### src/rtl/otter_cu_fsm.sv
`default_nettype none
// ============================================================================
//  Module   : otter_cu_fsm
//  Purpose  : Multi-cycle control FSM for the OTTER RV32I core. Sequences
//             fetch, execute, load write-back and interrupt entry, and issues
//             the register-file / memory / CSR / PC write strobes. Fetch and
//             load write-back are stretched to MEM_LAT cycles.
//  Options  : CU_INTR_EN - when defined, the INTR state and interrupt sampling
//             are built; when undefined, intr/csr_mie are ignored and
//             int_taken is tied low.
//  Revision : 1.0 - initial release
// ============================================================================
module otter_cu_fsm #(
    parameter int MEM_LAT = 1,   // memory read latency, 1..15
    parameter int CNT_W   = 4    // wait counter width, holds MEM_LAT-1
) (
    input  logic       CLK,
    input  logic       RST,
    input  logic       intr,
    input  logic       csr_mie,
    input  logic [6:0] opcode,
    input  logic [2:0] func3,
    output logic       pc_write,
    output logic       reg_write,
    output logic       mem_we2,
    output logic       mem_rden1,
    output logic       mem_rden2,
    output logic       csr_we,
    output logic       int_taken
);

    // RV32I major opcodes
    localparam logic [6:0] OPC_LUI    = 7'b0110111;
    localparam logic [6:0] OPC_AUIPC  = 7'b0010111;
    localparam logic [6:0] OPC_JAL    = 7'b1101111;
    localparam logic [6:0] OPC_JALR   = 7'b1100111;
    localparam logic [6:0] OPC_BRANCH = 7'b1100011;
    localparam logic [6:0] OPC_LOAD   = 7'b0000011;
    localparam logic [6:0] OPC_STORE  = 7'b0100011;
    localparam logic [6:0] OPC_OP_IMM = 7'b0010011;
    localparam logic [6:0] OPC_OP_RG3 = 7'b0110011;
    localparam logic [6:0] OPC_SYS    = 7'b1110011;

    localparam logic [2:0] F3_CSRRW = 3'b001;
    localparam logic [2:0] F3_MRET  = 3'b000;

    // Terminal count of the wait counter
    localparam logic [CNT_W-1:0] CNT_LAST = CNT_W'(MEM_LAT - 1);

    // One-hot encoding: any encoding other than these four is illegal and
    // falls back to FETCH through the default branch.
    typedef enum logic [3:0] {
        ST_FETCH = 4'b0001,
        ST_EXEC  = 4'b0010,
        ST_WB    = 4'b0100,
        ST_INTR  = 4'b1000
    } state_t;

    state_t           state;
    state_t           state_nxt;
    logic [CNT_W-1:0] cnt;
    logic [CNT_W-1:0] cnt_nxt;
    logic             cnt_last;
    logic             int_pend;

    // Raw (un-gated) strobes from the next-state logic
    logic pc_write_raw;
    logic reg_write_raw;
    logic mem_we2_raw;
    logic mem_rden1_raw;
    logic mem_rden2_raw;
    logic csr_we_raw;
    logic int_taken_raw;

    // >= rather than == so an out-of-range count still terminates the wait
    assign cnt_last = (cnt >= CNT_LAST);

`ifdef CU_INTR_EN
    assign int_pend = intr & csr_mie;
`else
    logic unused_intr_inputs;
    assign unused_intr_inputs = intr ^ csr_mie;
    assign int_pend           = 1'b0;
`endif

    // State and wait-counter register with synchronous reset
    always_ff @(posedge CLK) begin
        if (RST) begin
            state <= ST_FETCH;
            cnt   <= '0;
        end else begin
            state <= state_nxt;
            cnt   <= cnt_nxt;
        end
    end

    // Next-state, counter and strobe decode
    always_comb begin
        state_nxt     = ST_FETCH;
        cnt_nxt       = '0;
        pc_write_raw  = 1'b0;
        reg_write_raw = 1'b0;
        mem_we2_raw   = 1'b0;
        mem_rden1_raw = 1'b0;
        mem_rden2_raw = 1'b0;
        csr_we_raw    = 1'b0;
        int_taken_raw = 1'b0;

        case (state)
            ST_FETCH: begin
                mem_rden1_raw = 1'b1;
                if (cnt_last) begin
                    cnt_nxt   = '0;
                    state_nxt = ST_EXEC;
                end else begin
                    cnt_nxt   = cnt + 1'b1;
                    state_nxt = ST_FETCH;
                end
            end

            ST_EXEC: begin
                // Non-load instructions finish here, so this is where a
                // pending interrupt is sampled for them.
                cnt_nxt   = '0;
                state_nxt = int_pend ? ST_INTR : ST_FETCH;
                case (opcode)
                    OPC_LUI, OPC_AUIPC, OPC_JAL, OPC_JALR,
                    OPC_OP_IMM, OPC_OP_RG3: begin
                        reg_write_raw = 1'b1;
                        pc_write_raw  = 1'b1;
                    end
                    OPC_BRANCH: begin
                        pc_write_raw = 1'b1;
                    end
                    OPC_STORE: begin
                        mem_we2_raw  = 1'b1;
                        pc_write_raw = 1'b1;
                    end
                    OPC_LOAD: begin
                        // PC advances at the end of write-back instead
                        mem_rden2_raw = 1'b1;
                        state_nxt     = ST_WB;
                    end
                    OPC_SYS: begin
                        pc_write_raw = 1'b1;
                        if (func3 == F3_CSRRW) begin
                            csr_we_raw    = 1'b1;
                            reg_write_raw = 1'b1;
                        end else if (func3 == F3_MRET) begin
                            csr_we_raw = 1'b0;
                        end
                    end
                    default: begin
                        // Unknown opcode retires as a NOP
                        pc_write_raw = 1'b1;
                    end
                endcase
            end

            ST_WB: begin
                mem_rden2_raw = 1'b1;
                if (cnt_last) begin
                    reg_write_raw = 1'b1;
                    pc_write_raw  = 1'b1;
                    cnt_nxt       = '0;
                    state_nxt     = int_pend ? ST_INTR : ST_FETCH;
                end else begin
                    cnt_nxt   = cnt + 1'b1;
                    state_nxt = ST_WB;
                end
            end

`ifdef CU_INTR_EN
            ST_INTR: begin
                int_taken_raw = 1'b1;
                pc_write_raw  = 1'b1;
                cnt_nxt       = '0;
                state_nxt     = ST_FETCH;
            end
`endif

            default: begin
                state_nxt = ST_FETCH;
                cnt_nxt   = '0;
            end
        endcase
    end

    // Reset masks every strobe so nothing half-finished reaches the datapath
    assign pc_write  = pc_write_raw  & ~RST;
    assign reg_write = reg_write_raw & ~RST;
    assign mem_we2   = mem_we2_raw   & ~RST;
    assign mem_rden1 = mem_rden1_raw & ~RST;
    assign mem_rden2 = mem_rden2_raw & ~RST;
    assign csr_we    = csr_we_raw    & ~RST;
`ifdef CU_INTR_EN
    assign int_taken = int_taken_raw & ~RST;
`else
    logic unused_int_taken_raw;
    assign unused_int_taken_raw = int_taken_raw;
    assign int_taken            = 1'b0;
`endif

endmodule
`default_nettype wire

### config.mk
export PLATFORM = sky130hd
export DESIGN_NAME = otter_cu_fsm
export DESIGN_NICKNAME = d
export VERILOG_FILES = /design/src/rtl/otter_cu_fsm.sv
export SDC_FILE = /design/constraint.sdc
export NUM_CORES = 1
export LEC_CHECK = 0
export BUFFER_PORTS_ARGS = -buffer_cell sky130_fd_sc_hd__buf_2
export CAP_MARGIN = 20
export CORE_AREA = 2 2 39 41
export DETAILED_ROUTE_END_ITERATION = 6
export DIE_AREA = 0 0 41 43
export GPL_TIMING_DRIVEN = 0
export PLACE_DENSITY_LB_ADDON = 0.2
export SLEW_MARGIN = 20
export SYNTH_ARGS = -nofsm -noshare
export SYNTH_HDL_FRONTEND = slang
export SYNTH_SLANG_ARGS = --single-unit
### constraint.sdc
create_clock -name CLK -period 1.2 [get_ports CLK]
set_input_delay 0.24 -clock CLK [delete_from_list [all_inputs] [get_ports CLK]]
set_output_delay 0.24 -clock CLK [all_outputs]
set_load 0.02 [all_outputs]
### Yosys cells after proc, flatten, opt, wreduce, memory -nomap -nowiden

Index checks and enable logic that the tools add are counted.

* flip-flop bits (word level): 8
* output and inout bits: 7

* add/sub/neg operators: 1
* bitwise gates (word level): 8
* reduce and logical (&&, ||, !) cells: 3
* equality and inequality tests: 13
* mux-type cells: 17
* order comparisons: 1

Operator list (count)
* == test 7 x 6 -> 1 bit (second input constant): 3
* == test 7 bit (second input constant): 3
* == test 7 x 5 -> 1 bit (second input constant): 2
* case mux 4 bit (3 select lines): 1
* 2-to-1 mux 1 bit: 9
* case mux 1 bit (2 select lines): 4
* == test 7 x 2 -> 1 bit (second input constant): 1
* bitwise AND 1 bit: 6
* 2-to-1 mux 3 bit: 2
* OR reduction 6 bit: 1
* adder 4 x 1 -> 4 bit (second input constant): 1
* == test 4 x 1 -> 1 bit (second input constant): 1
* == test 4 x 2 -> 1 bit (second input constant): 1
* == test 4 x 3 -> 1 bit (second input constant): 1
* greater-or-equal comparator 4 x 1 -> 1 bit (second input constant): 1
* == test 3 x 1 -> 1 bit (second input constant): 1
* OR reduction 3 bit: 1
* 2-to-1 mux 2 bit: 1
* NOT 1 bit: 2
* OR reduction 2 bit: 1

### Logic depth before layout (Yosys ltp)

Gate-level depths: netlist of run 1.

* word-level depth: 5
* depth in mapped cells: 3

### Worst setup path before layout of run 1

No wires, ideal clock.

* kind: flip-flop to output port
* start: register state[2]
* end: output mem_we2
* arrival: 1.227 ns
* setup slack: -0.267 ns
* cell stages (with the launch flop): 4
* cell sequence: dfxtp_1 > nor4b_4 > nand2_1 > nor4b_2

* cells in the longest elaborated chain, start to end: 3

RTL lines
* start, declared: line 59 `state_t state;`
* start signal, assigned: line 92 `state <= state_nxt;`
* == test 4 x 2 -> 1 bit: line 109 `case (state)`
* 2-to-1 mux 1 bit: line 109
* bitwise AND 1 bit: line 192 `assign mem_we2 = mem_we2_raw & ~RST;`
* end, declared: line 25 `output logic mem_we2,`

Every way passes these cells.

### Final worst setup path of run 1

* start: register state[2]
* end: output reg_write

* cells in the longest elaborated chain, start to end: 3
* elaborated cells between the ends (all ways): 4
* classes of those cells: eq/ne (2); mux (1); bitwise (1)

RTL lines
* == test 4 x 3 -> 1 bit / == test 4 x 2 -> 1 bit (equally long branches): line 109
* case mux 1 bit (2 select lines) (*): line 109
* bitwise AND 1 bit (*): line 191 `assign reg_write = reg_write_raw & ~RST;`
* end, declared: line 24 `output logic reg_write,`

Every way passes the cells marked *; elsewhere a longest branch is shown, timed or not.

==> results of run 1 <==
synth_stat cells, drive strengths merged (2+ instances only):
master,instances,area (sq um)
nor3,4,25.02
dfxtp,3,60.06
nand2,2,7.510
nor2b,2,12.51
nor4b,2,38.78
critical path: stages (launching register included):
cell and delay, ns:
dfxtp_4 0.34, nor4b_4 0.29, buf_4 0.16, nand4_1 0.14, nand3_2 0.12, buf_6 0.11
power by group:
group	internal, mW	switching [mW]	leakage (nW)
logic	0.0524	0.0445	0.205
registers	0.107	0.0133	0.0256
clock network	0.125	0.0563	0.0150
total	0.284	0.114	0.245
path summary, 6_finish.rpt:
check	endpoint	from	cells after the start	slack, ns
worst min-delay path	state[1]$_SDFF_PP0_	RST	2	0.29
worst min register to register	state[1]$_SDFF_PP0_	state[0]$_SDFF_PP1_	2	0.57
worst max-delay path	reg_write	state[2]$_SDFF_PP0_	5	-0.44
worst max register to register	state[0]$_SDFF_PP1_	state[2]$_SDFF_PP0_	4	0.14
layout make-up:
type | count | area [sq um]
Timing Repair Buffer | 22 | 156.4
Clock buffer | 4 | 26.28
Sequential cell | 3 | 66.31
Tap cell | 16 | 20.02
Buffer | 1 | 7.507
Inverter | 1 | 3.754
Multi-Input combinational cell | 27 | 257.7
Fill cell | 147 | 845.8
stage by stage:
stage | TNS (ns) | setup slack, ns | std cells
4_1_cts | -1.958 | -0.4569 | 71
3_3_place_gp | -1.077 | -0.3115 | 65
2_1_floorplan | -0.2186 | -0.1557 | 32
3_5_place_dp | -1.008 | -0.2832 | 65
6_report | -2.272 | -0.4424 | 74
5_1_grt | -2.721 | -0.5222 | 74
routing by layer:
metal	vias up	GRT usage	share of wire
li1	177	-	-
met1	139	0.1338	0.45
met2	17	0.1188	0.45
met3	0	0.04712	0.095
met4	0	0.02000	0
met5	-	0	0
timing repair:
item                       CTS  global route
pin swaps                    5             4
gates resized for setup     16             4
cloned                       0             0
hold endpoints to repair     0             0
setup endpoints to repair    6             6
buffers inserted             2             3
kinds of logic after synthesis:
| group | count (synthesis) |
|---|---|
| simple gates | 21 |
| compound gates | 5 |
| flops | 3 |
| buf+inv | 2 |
| other cells | 1 |
==> qor.yml, run 1 <==
period_needed_ns: 1.642
dpl-instance-area_sq_um: 407.9
yosysWarningCount: 0
rows: 14
end_kind: "primary output"
hold_path_class: "in2reg"
start_util: 0.2025
clk_pin_slew_ns: 0.04
grt_pass1_vias: 284
synth_compound_area_frac: 0.1384
cts.path.max_buffers: 2
p_per_area_nw_per_um2: 740.5
yosysSeqAreaShare: 0.2143
final_area_sq_um: 538.0
synth-simple-area-share: 0.5938
fin_util: 0.3888
coreArea_sq_um: 1384
grt_first_pass_wirelength_um: 1117
die_h_um: 43
synth_top_flop_cell: "dfxtp_1"
yosys.area_share.xor_xnor: 0
slew_viol_final: 0
setup_viol: 6
avgSynthCellArea_sq_um: 8.758
grt_start_max_net_pins: 7
first_pass_iters: 2
track_usage: 0.09209
via_count: 333
ys_ff_latch: 3
nets: 73
vias_per_cell: 4.500
synth_cells: 32
numPortBuffers: 17
antenna_found_initial: 0
rsz0062_at_grt: "yes"
hold_buffers: 0
largest-register: "state"
cts-root-buf: "clkbuf_4"
hpwl_um: 560.4
crit_path_max_fanout: 3
area_growth_pct: 91.96
synth_edf_count: 0
final_common_cell: "buf_2"
wirelength_um: 799
start_kind: "flop"
die_area_sq_um: 1763
ys_types: 26
failed_checks: "negative setup slack"
synthMuxAreaShare: 0
syn_nets: 46
outcome: "finished, violations left"
routedWlPerCell_um: 10.80
total_power_mw: 0.3984
synthAdderAreaFrac: 0
fin_skew_ns: 0.001783
gp_congestion: 0.6400
worst_slack_ns: -0.4424
overflow: 0
holdWs_ns: 0.2902
arrival_ns: 1.40
ys_async_sr_fraction: 0
power_leakage_nw: 0.2455
ios: 21
maxCapViolCount: 0
cts_sinks: 3
synth_top_family_by_area: "simple AND/OR/NAND/NOR gates"
crit_type: "reg2out"
numCtsBuffers: 3
top_regs: "state: 3 flops"
ir_drop_v: 0.0003367
cts_tree: "built"
drive_above_1_share: 0.7069
clk_latency_ns: 0.24
layout_common_cells: "buf_2 (11), buf_4 (7), buf_6 (5)"
netlist_area_sq_um: 280.3
post-route-period-util: 1.369
worst-endpoint-required_ns: 0.96
largest_reg_flops: 3
n_antenna_cell: 0
drt_iter0_markers: 3
drc: 0
h-tree-depth: 1
ant_nets: 0
finalHoldViolations: 0
die_w_um: 41
max_freq_ghz: 0.6089
No activity file was read; power rests on OpenSTA's default activity.
==> run 2: changes to the inputs <==
REMOVE_ABC_BUFFERS = 1   (was default)
==> qor.yml, run 2 (same netlist as run 1, synthesis figures left out) <==
top_regs: "state: 3 flops"  # unchanged
outcome: "finished, violations left"  # unchanged
holdWs_ns: 0.2787  # was 0.2902 ns
critPathBufInv: 2  # unchanged
rr_worst_depth: 5  # was 4
n_antenna_cell: 0  # unchanged
period_needed_ns: 1.600  # was 1.642 ns
crit-reg2reg-launch: "state[0]$_SDFF_PP1_"  # was state[2]$_SDFF_PP0_
crit_path_top_delay_cell: "dfxtp_4"  # unchanged
clk_pin_slew_ns: 0.04  # about the same
first_pass_iters: 2  # unchanged
worst_slack_ns: -0.3995  # was -0.4424 ns
arrival_ns: 1.36  # was 1.40 ns
gp_congestion: 0.6486  # was 0.6400
routedWlPerCell_um: 11.27  # was 10.80 um
max_freq_ghz: 0.6252  # was 0.6089 GHz
largest_reg_flops: 3  # unchanged
hold_path_class: "in2reg"  # unchanged
start_util: 0.2025  # unchanged
antenna_found_initial: 0  # unchanged
crit_type: "reg2out"  # unchanged
start_kind: "flop"  # unchanged
p_per_area_nw_per_um2: 784.7  # was 740.5 nW/um^2
wirelength_um: 845  # was 799 um
hold_buffers: 0  # unchanged
grt_start_max_net_pins: 7  # unchanged
r2r_end: "state[0]$_SDFF_PP1_"  # unchanged
finalHoldViolations: 0  # unchanged
ir_drop_v: 0.0002413  # was 0.0003367 V
track_usage: 0.1271  # was 0.09209
vias_per_cell: 4.547  # was 4.500
coreArea_sq_um: 1384  # unchanged
crit_path_end: "reg_write"  # unchanged
cp_top_family: "simple AND/OR/NAND/NOR gates"  # unchanged
drive_above_1_share: 0.6610  # was 0.7069
die_w_um: 41  # unchanged
drt_iter0_markers: 5  # was 3
layout_common_cells: "buf_2 (13), buf_6 (7), buf_4 (4)"  # was buf_2 (11), buf_4 (7), buf_6 (5)
via_count: 341  # was 333
ios: 21  # unchanged
cts.path.max_buffers: 2  # unchanged
cts_sinks: 3  # unchanged
grt_first_pass_wirelength_um: 1476  # was 1117 um
clk_latency_ns: 0.23  # was 0.24 ns
maxCapViolCount: 0  # unchanged
numPortBuffers: 17  # unchanged
fin_skew_ns: 0.002783  # was 0.001783 ns
rsz0062_at_grt: "yes"  # unchanged
grt_pass1_vias: 366  # was 284
cts_tree: "built"  # unchanged
ant_nets: 0  # unchanged
die_area_sq_um: 1763  # unchanged
numCtsBuffers: 3  # unchanged
crit_path_cell_trace: "nor4b_4 -> buf_4 -> nand4_1 -> nand3_1 -> buf_6"  # was nor4b_4 -> buf_4 -> nand4_1 -> nand3_2 -> buf_6
failed_checks: "negative setup slack"  # unchanged
rows: 14  # unchanged
post-route-period-util: 1.333  # was 1.369
crit_path_max_incr_delay_ns: 0.34  # about the same
power_leakage_nw: 0.2466  # was 0.2455 nW
area_growth_pct: 91.07  # was 91.96%
setup_viol: 7  # was 6
final_common_cell: "buf_2"  # unchanged
regArea_sq_um: 71.32  # was 66.31 sq um
slew_viol_final: 0  # unchanged
reg2reg_slack_ns: -0.03  # was 0.14 ns
pre_cts_ws_ns: -0.2912  # was -0.2832 ns
h-tree-depth: 1  # unchanged
drc: 0  # unchanged
nets: 74  # was 73
worst-endpoint-required_ns: 0.96  # about the same
worstSetupPathDepth: 5  # unchanged
crit_path_max_fanout: 3  # unchanged
cts-root-buf: "clkbuf_4"  # unchanged
end_kind: "primary output"  # unchanged
finalSetupTns_ns: -2.058  # was -2.272 ns
overflow: 0  # unchanged
startpoint: "state[2]$_SDFF_PP0_"  # unchanged
multiInputGateArea_sq_um: 240.2  # was 257.7 sq um
fillCellCount: 154  # was 147
largest-register: "state"  # unchanged
die_h_um: 43  # unchanged
==> run 2: cell type report <==
cell class / instances / share of cell area
clock buffers: 4 / 0.04907
repair buffers: 24 / 0.3248
well taps: 16 / 0.03738
inverters: 1 / 0.007009
multi-input cells: 27 / 0.4486
flip-flops and latches: 3 / 0.1332
==> run 2: timing repair <==
action,CTS,global route
buffers inserted,6,2
pin swaps,6,6
gates resized for setup,24,1
setup endpoints to repair,6,7
==> run 2: metal layers <==
metal  vias to the layer above  GRT usage  wire length (um)
li1                        175          -                 -
met1                       151     0.1401               344
met2                        15     0.2031               442
met3                         0          0                57
met4                         0     0.1200                 0
met5                         -          0                 0
==> run 2: worst reg2reg max path, stage by stage (launching register included) <==
cell and delay, ns:
dfxtp_4 0.35, buf_6 0.11, buf_6 0.10, buf_6 0.11, nand4b_1 0.17, a211o_1 0.26
==> run 2: worst min-delay path by stage <==
stage | start | to | depth (start not counted)
2_1_floorplan | RST | state[1]$_SDFF_PP0_ | 1
3_3_place_gp | RST | state[1]$_SDFF_PP0_ | 2
3_5_place_dp | RST | state[1]$_SDFF_PP0_ | 2
4_1_cts | RST | state[1]$_SDFF_PP0_ | 2
5_1_grt | RST | state[1]$_SDFF_PP0_ | 2
6_report | RST | state[1]$_SDFF_PP0_ | 2
==> run 2: through the flow <==
stage          utilization  instances  total power, mW  area (sq um)
6_report            0.3870         75           0.4202         535.5
5_1_grt             0.3870         75           0.4489         535.5
3_3_place_gp        0.2731         64           0.1993         377.9
3_5_place_dp        0.2731         64           0.1981         377.9
4_1_cts             0.3816         74           0.4273         528.0
2_1_floorplan            -         31           0.1606         272.8
==> run 2: where the power goes <==
| group | switching [mW] | leakage, nW | total, mW | internal [mW] |
|---|---|---|---|---|
| clock | 0.0531 | 0.0150 | 0.178 | 0.125 |
| combinational | 0.0517 | 0.205 | 0.124 | 0.0727 |
| sequential | 0.0115 | 0.0263 | 0.118 | 0.106 |
| total | 0.116 | 0.247 | 0.420 | 0.304 |
==> run 3: changes to the inputs <==
GPL_TIMING_DRIVEN = 1   (was 0)
==> qor.yml, run 3 (same netlist as run 1, synthesis figures left out) <==
outcome: "finished, violations left"  # unchanged
failed_checks: "negative setup slack"  # unchanged
via_count: 366  # was 341
total_power_mw: 0.4314  # was 0.4202 mW
hold_buffers: 0  # unchanged
numCtsBuffers: 3  # unchanged
die_area_sq_um: 1763  # unchanged
ant_nets: 0  # unchanged
setup_viol: 6  # was 7
crit_path_max_fanout: 3  # unchanged
crit_type: "reg2out"  # unchanged
drive_above_1_share: 0.6613  # was 0.6610
fillCellCount: 151  # was 154
coreArea_sq_um: 1384  # unchanged
cts.path.max_buffers: 2  # unchanged
routedWlPerCell_um: 11.03  # was 11.27 um
start_kind: "flop"  # unchanged
numPortBuffers: 17  # unchanged
grt_pass1_vias: 370  # was 366
nets: 77  # was 74
maxCapViolCount: 0  # unchanged
min_from: "RST"  # unchanged
h-tree-depth: 1  # unchanged
final_common_cell: "buf_2"  # unchanged
fin_skew_ns: 0.0009980  # was 0.002783 ns
cts_sinks: 3  # unchanged
die_h_um: 43  # unchanged
worst-endpoint-required_ns: 0.96  # about the same
track_usage: 0.1249  # was 0.1271
die_w_um: 41  # unchanged
overflow: 0  # unchanged
wirelength_um: 860  # was 845 um
dpl-instance-area_sq_um: 437.9  # was 377.9 sq um
max_freq_ghz: 0.6299  # was 0.6252 GHz
vias_per_cell: 4.692  # was 4.547
clk_latency_ns: 0.24  # was 0.23 ns
final_area_sq_um: 539.3  # was 535.5 sq um
grt_start_max_net_pins: 7  # unchanged
p_per_area_nw_per_um2: 800.0  # was 784.7 nW/um^2
largest_reg_flops: 3  # unchanged
n_antenna_cell: 0  # unchanged
reg2reg_slack_ns: 0.13  # was -0.03 ns
cts_tree: "built"  # unchanged
crit-reg2reg-launch: "state[1]$_SDFF_PP0_"  # was state[0]$_SDFF_PP1_
arrival_ns: 1.35  # was 1.36 ns
post-route-period-util: 1.323  # was 1.333
power_leakage_nw: 0.2563  # was 0.2466 nW
rows: 14  # unchanged
finalHoldViolations: 0  # unchanged
hpwl_um: 672.4
gp_congestion: 0.7086  # was 0.6486
antenna_found_initial: 0  # unchanged
rsz0062_at_grt: "yes"  # unchanged
start_util: 0.2025  # unchanged
first_pass_iters: 2  # unchanged
cts-root-buf: "clkbuf_4"  # unchanged
clk_pin_slew_ns: 0.04  # about the same
period_needed_ns: 1.587  # was 1.600 ns
hold_path_class: "in2reg"  # unchanged
largest-register: "state"  # unchanged
ios: 21  # unchanged
layout_common_cells: "buf_2 (13), buf_4 (9), buf_6 (5)"  # was buf_2 (13), buf_6 (7), buf_4 (4)
end_kind: "primary output"  # unchanged
crit_path_max_incr_delay_ns: 0.32  # was 0.34 ns
critPathBufInv: 2  # unchanged
slew_viol_final: 0  # unchanged
cp_top_family: "simple AND/OR/NAND/NOR gates"  # unchanged
crit_path_top_delay_cell: "dfxtp_2"  # was dfxtp_4
crit_path_cell_trace: "nor4b_4 -> buf_4 -> nand4_1 -> nand3_1 -> buf_6"  # unchanged
drt_iter0_markers: 4  # was 5
drc: 0  # unchanged
top_regs: "state: 3 flops"  # unchanged
startpoint: "state[0]$_SDFF_PP1_"  # was state[2]$_SDFF_PP0_
area_growth_pct: 92.41  # was 91.07%
worst_slack_ns: -0.3875  # was -0.3995 ns
ir_drop_v: 0.0004068  # was 0.0002413 V
grt_first_pass_wirelength_um: 1435  # was 1476 um
## run 3: cell types whose count changed in the layout (fill, tap and decap cells not counted), sizes merged
cell  delta
buf      +3
## run 3: path summary, 6_finish.rpt
path,end,cells past startpoint
max reg2reg,state[0]$_SDFF_PP1_,4
min,state[1]$_SDFF_PP0_,3
min reg2reg,state[1]$_SDFF_PP0_,2
max,reg_write,5
## run 3: worst register-to-register path: cells and delay by family, from the launching register on
kind                   cells  cell delay, ns
AO/OA/AOI/OAI              1            0.25
flip-flops                 1            0.32
AND/OR/NAND/NOR            1            0.14
buffers and inverters      2            0.25
## run 3: per-layer routing
metal / up-vias / global-route usage / part of all wire
met5: - / 0 / 0
met4: 0 / 0.1000 / 0.036
met3: 4 / 0.05236 / 0.077
met2: 19 / 0.1969 / 0.48
met1: 162 / 0.1171 / 0.40
li1: 181 / - / -
## run 3: repair_timing
item                       in CTS  in global routing
resized for setup              18                  0
hold endpoints to repair        0                  0
pin swaps                       6                  3
buffers inserted                2                  0
setup endpoints to repair       6                  6
## run 3: layout make-up
| class | instances | area, sq um | area share |
|---|---|---|---|
| Multi-Input combinational cell | 27 | 236.5 | 0.4385 |
| Sequential cell | 3 | 63.81 | 0.1183 |
| Inverter | 1 | 3.754 | 0.006961 |
| Clock buffer | 4 | 26.28 | 0.04872 |
| Tap cell | 16 | 20.02 | 0.03712 |
| Timing Repair Buffer | 27 | 188.9 | 0.3503 |
## run 3: where the power goes
group          total (mW)  switching (mW)  internal [mW]
logic               0.135          0.0571         0.0784
clock network       0.180          0.0553          0.125
registers           0.116         0.00655          0.109
## run 3: per-stage QoR
step | worst slack, ns | utilization | cells | hold WS, ns | setup TNS, ns
2_1_floorplan | -0.2669 | - | 31 | 0.3168 | -0.5028
3_3_place_gp | -0.2241 | 0.3165 | 72 | 0.5974 | -0.9005
3_5_place_dp | -0.2326 | 0.3165 | 72 | 0.5967 | -0.8690
4_1_cts | -0.4265 | 0.3897 | 78 | 0.3444 | -1.939
5_1_grt | -0.4929 | 0.3897 | 78 | 0.3570 | -2.230
6_report | -0.3875 | 0.3897 | 78 | 0.3506 | -1.770
